### src/rtl/uniq_pkg.sv
// Shared types and constants for the snapshot serializer: entry width, entry
// count, FSM states and small mask helpers.
package uniq_pkg;
    localparam int DATA_W      = 8;
    localparam int NUM_ENTRIES = 4;
    localparam int IDX_W       = 2;

    typedef enum logic {IDLE, SEND} state_t;
    typedef logic [IDX_W-1:0]         idx_t;
    typedef logic [NUM_ENTRIES-1:0]   mask_t;
    typedef logic signed [DATA_W-1:0] data_t;

    function automatic logic [2:0] popcount(input mask_t m);
        logic [2:0] n;
        n = '0;
        for (int i = 0; i < NUM_ENTRIES; i++) begin
            n = n + {2'b00, m[i]};
        end
        return n;
    endfunction

    function automatic mask_t onehot(input idx_t i);
        return mask_t'(1) << i;
    endfunction
endpackage

### src/rtl/uniq_ser_if.sv
// Snapshot load side and valid/ready emission side of the serializer.
interface uniq_ser_if;
    import uniq_pkg::*;

    logic  snap_en;
    data_t in_1, in_2, in_3, in_4;
    logic  vld_1, vld_2, vld_3, vld_4;
    data_t data_out;
    logic  data_valid;
    logic  data_ready;
    logic  last;
    logic  busy;
    logic  [2:0] count;
    logic  snap_drop;

    modport slave (
        input  snap_en, in_1, in_2, in_3, in_4, vld_1, vld_2, vld_3, vld_4, data_ready,
        output data_out, data_valid, last, busy, count, snap_drop
    );

    modport master (
        output snap_en, in_1, in_2, in_3, in_4, vld_1, vld_2, vld_3, vld_4, data_ready,
        input  data_out, data_valid, last, busy, count, snap_drop
    );
endinterface

### src/rtl/uniq_pick.sv
// Finds the nearest flagged entry strictly after cur_i in emission order;
// none_o is set when no flagged entry follows.
module uniq_pick
    import uniq_pkg::*;
#(
    parameter int ORDER = 0
) (
    input  mask_t mask_i,
    input  idx_t  cur_i,
    output idx_t  next_o,
    output logic  none_o
);
    always_comb begin
        int pos;
        next_o = cur_i;
        none_o = 1'b1;
        pos    = 0;
        // Scan farthest to nearest so the nearest hit is the one that sticks.
        for (int k = NUM_ENTRIES - 1; k >= 1; k--) begin
            pos = (ORDER == 0) ? int'(cur_i) + k : int'(cur_i) - k;
            if (pos >= 0 && pos < NUM_ENTRIES) begin
                if (mask_i[pos[IDX_W-1:0]]) begin
                    next_o = pos[IDX_W-1:0];
                    none_o = 1'b0;
                end
            end
        end
    end
endmodule

### src/rtl/uniq_ser.sv
// Captures a 4-entry tracker snapshot and streams its flagged entries over a
// valid/ready port, newest-first (ORDER=0) or oldest-first (ORDER=1).
module uniq_ser
    import uniq_pkg::*;
#(
    parameter int ORDER = 0
) (
    input  logic       clk,
    input  logic       rst_n,
    uniq_ser_if.slave  bus
);
    localparam idx_t START = (ORDER == 0) ? idx_t'(0) : idx_t'(NUM_ENTRIES - 1);

    state_t     state_q, state_d;
    data_t      data_q [NUM_ENTRIES];
    data_t      data_d [NUM_ENTRIES];
    mask_t      rem_q, rem_d;
    idx_t       idx_q, idx_d;
    data_t      data_out_q, data_out_d;
    logic       last_q, last_d;
    logic [2:0] count_q, count_d;
    logic       drop_q, drop_d;

    data_t cap_data [NUM_ENTRIES];
    mask_t cap_mask;
    idx_t  scan_next, first_idx, next_idx;
    logic  scan_none, none_left;
    logic  cap_empty, xfer, done, accept;
    mask_t first_rem, next_rem;

    assign cap_data[0] = bus.in_1;
    assign cap_data[1] = bus.in_2;
    assign cap_data[2] = bus.in_3;
    assign cap_data[3] = bus.in_4;
    assign cap_mask    = {bus.vld_4, bus.vld_3, bus.vld_2, bus.vld_1};

    uniq_pick #(.ORDER(ORDER)) u_first (
        .mask_i (cap_mask),
        .cur_i  (START),
        .next_o (scan_next),
        .none_o (scan_none)
    );

    // rem_q only ever holds entries that follow idx_q, so its nearest hit is the next entry.
    uniq_pick #(.ORDER(ORDER)) u_next (
        .mask_i (rem_q),
        .cur_i  (idx_q),
        .next_o (next_idx),
        .none_o (none_left)
    );

    assign first_idx = cap_mask[START] ? START : scan_next;
    assign cap_empty = !cap_mask[START] && scan_none;
    assign first_rem = cap_mask & ~onehot(first_idx);
    assign next_rem  = rem_q & ~onehot(next_idx);

    assign xfer   = (state_q == SEND) && bus.data_ready;
    assign done   = xfer && none_left;
    assign accept = bus.snap_en && ((state_q == IDLE) || done);

    always_comb begin
        state_d    = state_q;
        rem_d      = rem_q;
        idx_d      = idx_q;
        data_out_d = data_out_q;
        last_d     = last_q;
        count_d    = count_q;
        drop_d     = 1'b0;
        for (int i = 0; i < NUM_ENTRIES; i++) begin
            data_d[i] = data_q[i];
        end

        if (accept) begin
            for (int i = 0; i < NUM_ENTRIES; i++) begin
                data_d[i] = cap_data[i];
            end
            count_d = popcount(cap_mask);
            if (cap_empty) begin
                state_d = IDLE;
                rem_d   = '0;
                last_d  = 1'b0;
            end else begin
                state_d    = SEND;
                idx_d      = first_idx;
                data_out_d = cap_data[first_idx];
                rem_d      = first_rem;
                last_d     = (first_rem == '0);
            end
        end else begin
            // Any snap_en not accepted here arrived mid-snapshot.
            drop_d = bus.snap_en;
            if (done) begin
                state_d = IDLE;
                last_d  = 1'b0;
            end else if (xfer) begin
                idx_d      = next_idx;
                data_out_d = data_q[next_idx];
                rem_d      = next_rem;
                last_d     = (next_rem == '0);
            end
        end
    end

    always_ff @(posedge clk or negedge rst_n) begin
        if (!rst_n) begin
            state_q    <= IDLE;
            rem_q      <= '0;
            idx_q      <= '0;
            data_out_q <= '0;
            last_q     <= 1'b0;
            count_q    <= '0;
            drop_q     <= 1'b0;
            for (int i = 0; i < NUM_ENTRIES; i++) begin
                data_q[i] <= '0;
            end
        end else begin
            state_q    <= state_d;
            rem_q      <= rem_d;
            idx_q      <= idx_d;
            data_out_q <= data_out_d;
            last_q     <= last_d;
            count_q    <= count_d;
            drop_q     <= drop_d;
            for (int i = 0; i < NUM_ENTRIES; i++) begin
                data_q[i] <= data_d[i];
            end
        end
    end

    assign bus.data_out   = data_out_q;
    assign bus.data_valid = (state_q == SEND);
    assign bus.busy       = (state_q == SEND);
    assign bus.last       = last_q;
    assign bus.count      = count_q;
    assign bus.snap_drop  = drop_q;
endmodule

### src/flat_wrapper.sv
// flat-port wrapper written by rule: the top's interface ports become plain ports
module uniq_ser_flat import uniq_pkg::*;
#(
    parameter int ORDER = 0
)
  (clk, rst_n, bus_snap_en, bus_in_1, bus_in_2, bus_in_3, bus_in_4, bus_vld_1, bus_vld_2, bus_vld_3, bus_vld_4, bus_data_ready, bus_data_out, bus_data_valid, bus_last, bus_busy, bus_count, bus_snap_drop);
  uniq_ser_if bus_i ();
  input  logic clk;
  input  logic rst_n;
  input wire logic [$bits(bus_i.snap_en)-1:0] bus_snap_en;
  input wire logic [$bits(bus_i.in_1)-1:0] bus_in_1;
  input wire logic [$bits(bus_i.in_2)-1:0] bus_in_2;
  input wire logic [$bits(bus_i.in_3)-1:0] bus_in_3;
  input wire logic [$bits(bus_i.in_4)-1:0] bus_in_4;
  input wire logic [$bits(bus_i.vld_1)-1:0] bus_vld_1;
  input wire logic [$bits(bus_i.vld_2)-1:0] bus_vld_2;
  input wire logic [$bits(bus_i.vld_3)-1:0] bus_vld_3;
  input wire logic [$bits(bus_i.vld_4)-1:0] bus_vld_4;
  input wire logic [$bits(bus_i.data_ready)-1:0] bus_data_ready;
  output wire logic [$bits(bus_i.data_out)-1:0] bus_data_out;
  output wire logic [$bits(bus_i.data_valid)-1:0] bus_data_valid;
  output wire logic [$bits(bus_i.last)-1:0] bus_last;
  output wire logic [$bits(bus_i.busy)-1:0] bus_busy;
  output wire logic [$bits(bus_i.count)-1:0] bus_count;
  output wire logic [$bits(bus_i.snap_drop)-1:0] bus_snap_drop;
  assign bus_i.snap_en = bus_snap_en;
  assign bus_i.in_1 = bus_in_1;
  assign bus_i.in_2 = bus_in_2;
  assign bus_i.in_3 = bus_in_3;
  assign bus_i.in_4 = bus_in_4;
  assign bus_i.vld_1 = bus_vld_1;
  assign bus_i.vld_2 = bus_vld_2;
  assign bus_i.vld_3 = bus_vld_3;
  assign bus_i.vld_4 = bus_vld_4;
  assign bus_i.data_ready = bus_data_ready;
  assign bus_data_out = bus_i.data_out;
  assign bus_data_valid = bus_i.data_valid;
  assign bus_last = bus_i.last;
  assign bus_busy = bus_i.busy;
  assign bus_count = bus_i.count;
  assign bus_snap_drop = bus_i.snap_drop;
  uniq_ser #(.ORDER(ORDER)) u_core (.clk(clk), .rst_n(rst_n), .bus(bus_i));
endmodule
### config.mk
export PLATFORM = sky130hd
export DESIGN_NAME = uniq_ser_flat
export DESIGN_NICKNAME = d
export VERILOG_FILES = /design/src/rtl/uniq_pkg.sv /design/src/rtl/uniq_ser_if.sv /design/src/rtl/uniq_pick.sv /design/src/rtl/uniq_ser.sv /design/src/flat_wrapper.sv
export SDC_FILE = /design/constraint.sdc
export NUM_CORES = 1
export LEC_CHECK = 0
export ABC_CLOCK_PERIOD_IN_PS = 4700
export CAP_MARGIN = 20
export CORE_MARGIN = 1.5
export CORE_UTILIZATION = 45
export DETAILED_ROUTE_END_ITERATION = 8
export GPL_TIMING_DRIVEN = 0
export PLACE_DENSITY = 0.79
export REMOVE_ABC_BUFFERS = 1
export SLEW_MARGIN = 20
export SYNTH_ARGS = -nofsm -noshare
export SYNTH_HDL_FRONTEND = slang
export SYNTH_HIERARCHICAL = 1
export SYNTH_SLANG_ARGS = --single-unit
### constraint.sdc
create_clock -name clk -period 4.7 [get_ports clk]
set_clock_uncertainty 0.15 [all_clocks]
set_input_delay 0.47 -clock clk [delete_from_list [all_inputs] [get_ports clk]]
set_output_delay 0.47 -clock clk [all_outputs]
set_load 0.05 [all_outputs]
* Word-level counts from Yosys, hierarchy flattened
Index checks and enable logic that the tools add are counted.
Word-level totals: flip-flop bits (word level) 52, output and inout port bits 15, word-level logic and storage cells 106
Cells by class: $add $sub $neg 6, $lt $le $gt $ge 11, equality and inequality tests 2, shifts and indexed selects 2, multiplexer cells 51, bitwise operators 7, reductions and logical operators 16
Operator list (count):
- $mux 8 | 8
- $bmux 8 s2 | 2
- $ge 32x1->1 const B | 1
- $lt 32x4->1 const B | 1
- $mux 2 | 14
- $mux 1 | 20
- $mux 4 | 4
- $lt 2x3->1 const B | 3
- $and 4x4->4 | 2
- $logic_not 4->1 | 2
- $not 4->4 | 2
- $shl 1x2->4 const A | 2
- $logic_and 1x1->1 | 7
- $add 2x2->3 const B | 2
- $add 3x1->3 | 2
- $bmux 1 s2 | 3
- $ge 3x1->1 const B | 2
- $ge 3x3->1 const B | 2
- $lt 3x3->1 const B | 2
- $not 2->3 | 2
- $ne 2x2->1 const B | 2
- $reduce_bool 2->1 | 2
- $add 2x1->3 const B | 1
- $reduce_and 3->1 | 1
- other kinds (6) | 6

* Longest topological paths before layout
Gate-level depths: netlist (run 1).
depth in word-level cells 16, mapped depth 14, mapped depth without buffers 10

* By module
Netlist (run 1), hierarchy kept.
Modules (own cells, without submodules):
- uniq_ser | instances 1, cells an instance 312, area an instance 2849.0 um^2, seq. area each 1301.2 um^2
- uniq_pick | instances 2, cells an instance 24, area an instance 215.2 um^2, seq. area each 0.0 um^2

* Worst setup path after synthesis (run 1)
No wires, ideal clock.
kind register to register, start register u_core.idx_q[0], end register u_core.data_out_q[7] (netlist: u_core/bus.data_out[7]), arrival time 2.598 ns, data required time 4.429 ns, slack 1.831 ns, stages on the path, launching flop included 14, buffers on the path 4, period minus slack after synthesis 2.869 ns, cell sequence dfrtp_1 -> buf_6 -> inv_1 -> ha_1 -> nand2b_1 -> o221ai_1 -> a2111oi_2 -> a21bo_2 -> buf_2 -> and2_1 -> buf_2 -> buf_2 -> o211ai_1 -> a22o_1
RTL lines:
- from (decl) | RTL line uniq_ser.sv:18 | idx_t idx_q, idx_d;
- from (signal assigned) | RTL line uniq_ser.sv:119 | idx_q <= idx_d;
- parallel branches: the longest is 8 deep, another holds $ge 32x1->1
- $mux 1 * | RTL line uniq_pick.sv:21 | if (pos >= 0 && pos < NUM_ENTRIES) begin
- named net u_core.none_left | RTL line uniq_ser.sv:27 | logic scan_none, none_left;
- $logic_and 1x1->1 * | RTL line uniq_ser.sv:58 | assign done = xfer && none_left;
- $logic_or 1x1->1 | RTL line uniq_ser.sv:59 | assign accept = bus.snap_en && ((state_q == IDLE) || done);
- $logic_and 1x1->1 | RTL line uniq_ser.sv:59
- $ne 2x2->1 (no line) / $reduce_bool 2->1 (equally long branches)
- $reduce_and 3->1 (no line)
- to (signal assigned) | RTL line uniq_ser.sv:120 | data_out_q <= data_out_d;
- to (decl) | RTL line uniq_ser.sv:19 | data_t data_out_q, data_out_d;
Mark *: on every way through the listed nets, which the timed path passes. The select of a mux whose other input is x is not followed. A chain may end at the register's enable or synchronous reset.

* Worst setup path in the final report (run 1)
start register u_core.idx_q[0], end register u_core.data_out_q[1] (netlist: u_core/bus.data_out[1])
The elaborated chain is that of the path after synthesis.

==> metrics.cfg, run 1 <==
[clocking]
clockBufferDepth = 2
cts_tree = yes
postCtsSetupBuffers = 0
cts_sinks = 52
cts_hold_buf = 0
path_clk_slew_ns = 0.11
root_buffer = clkbuf_8
cts-htree-levels = 2
clock_latency_ns = 0.31
cts_resized = 0
cts_buffers = 5

[grt]
grt_max_degree = 53
grt.overflow.total = 0
grt_pass1_vias = 2783
grtUsageMet2_pct = 37.0
grt_usage_pct = 22.3
use_met3_pct = 4.66
antenna_found_initial = 0
busiest_layer = met2
use_met1_pct = 28.7
grt_pass1_wl_um = 13400

[timing]
slew_viol_final = 0
rsz0062_at_grt = no
fmax_mhz = 271
finalHoldViolations = 0
finalSetupTns_ns = 0
hold_slack_ns = 0.0237
timing.final.crit_share_pct = 78.6
period_needed_ns = 3.69
max_slew_margin_pct = 36.6
worstMarginPinSlew_ns = 0.952
setup_viol_count_final = 0

[yosys]
synth-edff-count = 0
seq_area_frac_synth_pct = 39.7
synth_warnings = 6
postSynth.asyncResetShare_pct = 100
netlist_area_mm2 = 0.00328
synthCells = 360
syn_avg_cell_area_um2 = 9.11
ys_types = 47
synth-main-ff-cell = dfrtp_1
ys_ff_latch = 52

[finish]
drive_gt1_share_pct = 11.2
n_antenna_cell = 0
final_area_mm2 = 0.00395
fin_util_pct = 57.2
syn_to_final_growth_pct = 20.4
n_fill_cell = 610
final_cells = 498
multi_input_area_mm2 = 0.00179
nets = 448
area.sequential_mm2 = 0.00130

[route]
vias_per_cell = 5.62
routed_wl_um = 8050
avgRoutedWirePerCell_um = 16.2
remaining_drc_errors = 0
first_iter_violations = 257
ant_nets = 0
drtPass1Iterations = 4
dr_total_vias = 2797

[run]
drv_cap = 0

[setup_path]
endpoint_kind = flip-flop
cp.arrival_ns = 3.76
worstPathRequired_ns = 4.76
path_class = flip-flop to flip-flop
path_max_fanout = 28
startpoint_type = flip-flop
crit_path_start = u_core/idx_q[0]
rr_startpoint = u_core/idx_q[0]

[die]
die_y_um = 88.4
num_rows = 30
dieArea_mm2 = 0.00781
coreArea_mm2 = 0.00691
top_level_ports = 55
initial_core_util_pct = 47.5
die_x_um = 88.4

[power]
peakVddDrop_v = 0.000335
power_density_mw_per_mm2 = 739
p_leak_nw = 1.80

[run_status]
status = completed

[placed_design]
hpwl_um = 5410
place.gp.congestion = 0.824
postPlaceCellArea_mm2 = 0.00385
io_buffers = 54
dp_cells = 490

[worst_hold_path]
worstHoldPathType = input pin to async pin

-- logic make-up (layout without fill, tap and decap cells) --
| kind of cell | count (synthesis) | count (layout) | synth area share (%) |
|---|---|---|---|
| compound gates | 79 | 79 | 17.6 |
| other cells | 1 | 6 | 0.114 |
| xor+xnor | 2 | 2 | 0.534 |
| buf+inv | 43 | 80 | 7.10 |
| flops | 52 | 52 | 39.7 |
| fa+ha+maj | 7 | 7 | 2.90 |
| simple gates | 151 | 151 | 19.4 |
| mux | 25 | 25 | 12.7 |
-- synthesized netlist by cell type, drive strengths merged (5+ instances only) --
cell | instances | area (um^2)
o221ai | 5 | 43.8
nor3 | 10 | 60.1
ha | 6 | 75.1
o211ai | 9 | 67.6
o21ai | 11 | 55.1
mux2 | 11 | 124
a22oi | 10 | 75.1
a21oi | 13 | 65.1
mux4 | 8 | 199
nand2 | 120 | 450
mux2i | 6 | 92.6
nor2 | 7 | 26.3
inv | 16 | 60.1
a22o | 8 | 70.1
dfrtp | 52 | 1300
buf | 18 | 135
clkbuf | 9 | 37.5
-- sequential cells by signal (all words and copies together), names as in the netlist --
register and count:
u_core/bus.snap_drop 1, u_core/bus.busy 1, u_core/bus.data_out 8, u_core/bus.last 1, u_core/rem_q 4, u_core/bus.count 3, u_core/idx_q 2, u_core/data_q 32
-- stage by stage --
stage | setup WS [ns] | power (mW)
finish | 1.01 | 2.92
global route | 0.704 | 3.13
CTS | 1.03 | 2.91
detailed placement | 0.816 | 2.63
global placement | 0.388 | 2.48
floorplan | 1.12 | 2.08
-- final cells by class --
class / count / area share, %
tap: 96 / 3.04
sequential: 52 / 33.0
inverter: 16 / 1.52
multi-input combinational: 270 / 45.3
timing repair buffer: 56 / 14.6
clock buffer: 6 / 2.09
clock inverter: 2 / 0.444
-- metal layers --
| metal | vias to the layer above | share of wire (%) |
|---|---|---|
| li1 | 1330 | - |
| met1 | 1336 | 42 |
| met2 | 127 | 49 |
| met3 | 4 | 8.4 |
| met4 | 0 | 0.63 |
| met5 | - | 0 |
-- power by group --
part / internal [mW] / switching (mW) / total (mW)
Clock: 0.124 / 0.161 / 0.285
Combinational: 0.796 / 1.03 / 1.83
Sequential: 0.661 / 0.141 / 0.802
Total: 1.58 / 1.34 / 2.92
-- path summary, 6_finish.rpt --
kind | endpoint | slack (ns) | depth (start not counted)
max | u_core/bus.data_out[1] | 1.01 | 10
min | u_core/data_q[29] | 0.02 | 1
max reg2reg | u_core/bus.data_out[1] | 1.01 | 10
min reg2reg | u_core/data_q[26] | 0.33 | 2
max in group asynchronous | u_core/data_q[27] | 3.93 | 1
min in group clk | u_core/data_q[26] | 0.33 | 2
-- layout by cell type, fill, tap and decap left out, drive strengths merged, types with 5 or more instances in the layout --
cell,instances
mux4,8
a22o,8
a22oi,10
clkdlybuf4s50,53
mux2,11
inv,18
conb,6
o21ai,11
ha,6
nor2,7
nand2,120
o211ai,9
mux2i,6
clkbuf,6
o221ai,5
nor3,10
dfrtp,52
a21oi,13
-- worst max-delay path: stages, from the launching register on --
cell,delay (ns)
dfrtp_1,0.61
inv_1,0.12
ha_1,0.35
nand2b_1,0.16
o221ai_1,0.17
a2111oi_2,0.50
a21bo_2,0.45
and2_2,0.53
buf_16,0.23
o211ai_1,0.11
a22o_1,0.21
Power figures use the tool's default switching activity.
==> run 2: changes to the inputs <==
--- a/config.mk
+++ b/config.mk
@@ -5,13 +5,13 @@
 export SDC_FILE = /design/constraint.sdc
 export NUM_CORES = 1
 export LEC_CHECK = 0
-export ABC_CLOCK_PERIOD_IN_PS = 4700
+export ABC_CLOCK_PERIOD_IN_PS = 3350
 export CAP_MARGIN = 20
 export CORE_MARGIN = 1.5
 export CORE_UTILIZATION = 45
 export DETAILED_ROUTE_END_ITERATION = 8
 export GPL_TIMING_DRIVEN = 0
-export PLACE_DENSITY = 0.79
+export PLACE_DENSITY = 0.82
 export REMOVE_ABC_BUFFERS = 1
 export SLEW_MARGIN = 20
 export SYNTH_ARGS = -nofsm -noshare
==> constraint.sdc (replaced) <==
create_clock -name clk -period 3.35 [get_ports clk]
set_clock_uncertainty 0.15 [all_clocks]
set_input_delay 0.335 -clock clk [delete_from_list [all_inputs] [get_ports clk]]
set_output_delay 0.335 -clock clk [all_outputs]
set_load 0.05 [all_outputs]
==> metrics.cfg, run 2 (same netlist as run 1, synthesis figures left out) <==
[die]
die_x_um = 88.4  ; unchanged
num_rows = 30  ; unchanged
dieArea_mm2 = 0.00781  ; unchanged
die_y_um = 88.4  ; unchanged
top_level_ports = 55  ; unchanged
coreArea_mm2 = 0.00691  ; unchanged
initial_core_util_pct = 47.5  ; unchanged

[clocking]
cts_tree = yes
path_clk_slew_ns = 0.09  ; -0.02 ns
clock_latency_ns = 0.32  ; about the same
root_buffer = clkbuf_8
cts_sinks = 52  ; unchanged
clockBufferDepth = 2  ; unchanged
cts-htree-levels = 2  ; unchanged
cts_buffers = 5  ; unchanged

[setup_path]
startpoint_type = input pin
reg2reg_slack_ns = 0.26  ; -0.75 ns
worstPathRequired_ns = 3.41  ; -1.35 ns
cp.arrival_ns = 3.16  ; -0.60 ns
path_class = input pin to flip-flop
path_max_fanout = 14  ; -50%
endpoint_kind = flip-flop

[run_status]
status = completed

[power]
p_leak_nw = 1.87  ; +3.7%
power.internal_mw = 2.45  ; +55%
switchingPower_mw = 1.94  ; +45%
pwr-share-clk_pct = 10.2  ; +0.4 points
combPwrFrac_pct = 64.3  ; +1.6 points
power_density_mw_per_mm2 = 1070  ; +45%
p_sw_share_pct = 44.2  ; -1.6 points
sequentialPowerShare_pct = 25.5  ; -2.0 points
peakVddDrop_v = 0.000408  ; +22%
total_power_mw = 4.40  ; +51%

[timing]
period_needed_ns = 3.11
worstMarginPinSlew_ns = 0.892  ; -0.0597 ns
slew_viol_final = 0  ; unchanged
timing.final.crit_share_pct = 92.8
setup_viol_count_final = 0  ; unchanged
finalHoldViolations = 0  ; unchanged
max_slew_margin_pct = 40.2  ; +3.7 points
hold_slack_ns = 0.329  ; +0.306 ns
fmax_mhz = 322
rsz0062_at_grt = no

[placed_design]
io_buffers = 54  ; unchanged
hpwl_um = 5510  ; +1.8%
place.gp.congestion = 0.842  ; +2.2%

[grt]
grt_usage_pct = 21.2  ; -1.1 points
antenna_found_initial = 0  ; unchanged
grt_max_degree = 53  ; unchanged
grt_pass1_wl_um = 12900  ; -3.9%
grt.overflow.total = 0  ; unchanged
grt_pass1_vias = 2740  ; -1.5%

[route]
wl_met2_um = 4130  ; +4.0%
ant_nets = 0  ; unchanged
dr_total_vias = 2849  ; +1.9%
m1WireLength_um = 3510  ; +4.3%
vias_per_cell = 5.62  ; about the same
first_iter_violations = 263  ; +2.3%
highest-signal-layer = met4
routed_wl_um = 8240  ; +2.3%
drtPass1Iterations = 5  ; +1
avgRoutedWirePerCell_um = 16.3  ; +0.52%
met3_length_um = 492  ; -27%
remaining_drc_errors = 0  ; unchanged

[finish]
final_cell_mix = nand2_1 (119), clkdlybuf4s50_1 (53), dfrtp_1 (51)
largest_register = u_core/data_q
drive_gt1_share_pct = 13.6  ; +2.4 points
n_antenna_cell = 0  ; unchanged
multi_input_area_mm2 = 0.00186  ; +3.8%
largest_reg_flops = 32  ; unchanged
area.sequential_mm2 = 0.00130  ; about the same
syn_to_final_growth_pct = 25.3
n_fill_cell = 577  ; -5.4%
nets = 457  ; +2.0%
layout_commonest_cell = nand2_1

[run]
drv_cap = 0  ; unchanged

[worst_hold_path]
worstHoldPathType = flip-flop to flip-flop

==> run 2: through the flow <==
stage / cell area, um^2 / setup WS [ns] / utilization (%) / setup TNS (ns) / cells
detailed placement: 3850 / -0.409 / 55.7 / -8.53 / 490
global route: 4110 / 0.0819 / 59.5 / 0 / 507
global placement: 3790 / -0.936 / 54.8 / -35.54 / 488
finish: 4110 / 0.242 / 59.5 / 0 / 507
CTS: 4020 / 0.0616 / 58.2 / 0 / 500
floorplan: 3130 / -0.234 / - / -2.60 / 338
==> run 2: layout make-up <==
class                   count  area share, %
multi-input cells         271           45.2
flip-flops and latches     52           31.7
repair buffers             64           15.9
well taps                  96           2.92
clock buffers               5           1.68
inverters                  16           1.46
clock inverters             3           1.13
==> run 2: routing by layer <==
metal	GRT usage [%]	vias up
met3	4.01	15
met4	6.96	0
met2	35.9	110
met5	0	-
li1	-	1338
met1	27.6	1386
==> run 2: path summary, 6_finish.rpt <==
check | from | endpoint | cells after the start
max | bus_vld_2 | u_core/bus.data_out[1] | 9
min | u_core/data_q[0] | u_core/data_q[0] | 2
max in group asynchronous | rst_n | u_core/idx_q[0] | 2
max reg2reg | u_core/idx_q[1] | u_core/bus.data_out[0] | 10
min in group asynchronous | rst_n | u_core/data_q[1] | 2
min reg2reg | u_core/data_q[0] | u_core/data_q[0] | 2
==> run 2: power by group through the flow <==
stage                     Combinational (mW)  Clock, mW  Sequential (mW)
final                                   2.83      0.448             1.12
after global routing                    3.06      0.481             1.15
after CTS                               2.63      0.454             1.13
after detailed placement                2.52          0             1.14
after global placement                  2.36          0             1.12
after floorplan                         1.54          0             1.37
==> run 2: worst max-delay path: stages <==
cell and delay (ns):
clkdlybuf4s50_1 0.58, mux2i_4 0.11, nor3_2 0.37, a211oi_2 0.09
xnor2_2 0.70, o21bai_1 0.48, nand2_1 0.18, o211ai_1 0.10
a22o_1 0.20
==> run 2: what timing repair did <==
action / 4_1_cts / 5_1_grt
hold buffers: 1 / 0
buffers inserted: 1 / 6
pin swaps: 1 / 2
endpoints found under the setup margin: 50 / 15
hold endpoints to repair: 52 / 0
resized for setup: 8 / 3
cloned: 0 / 1
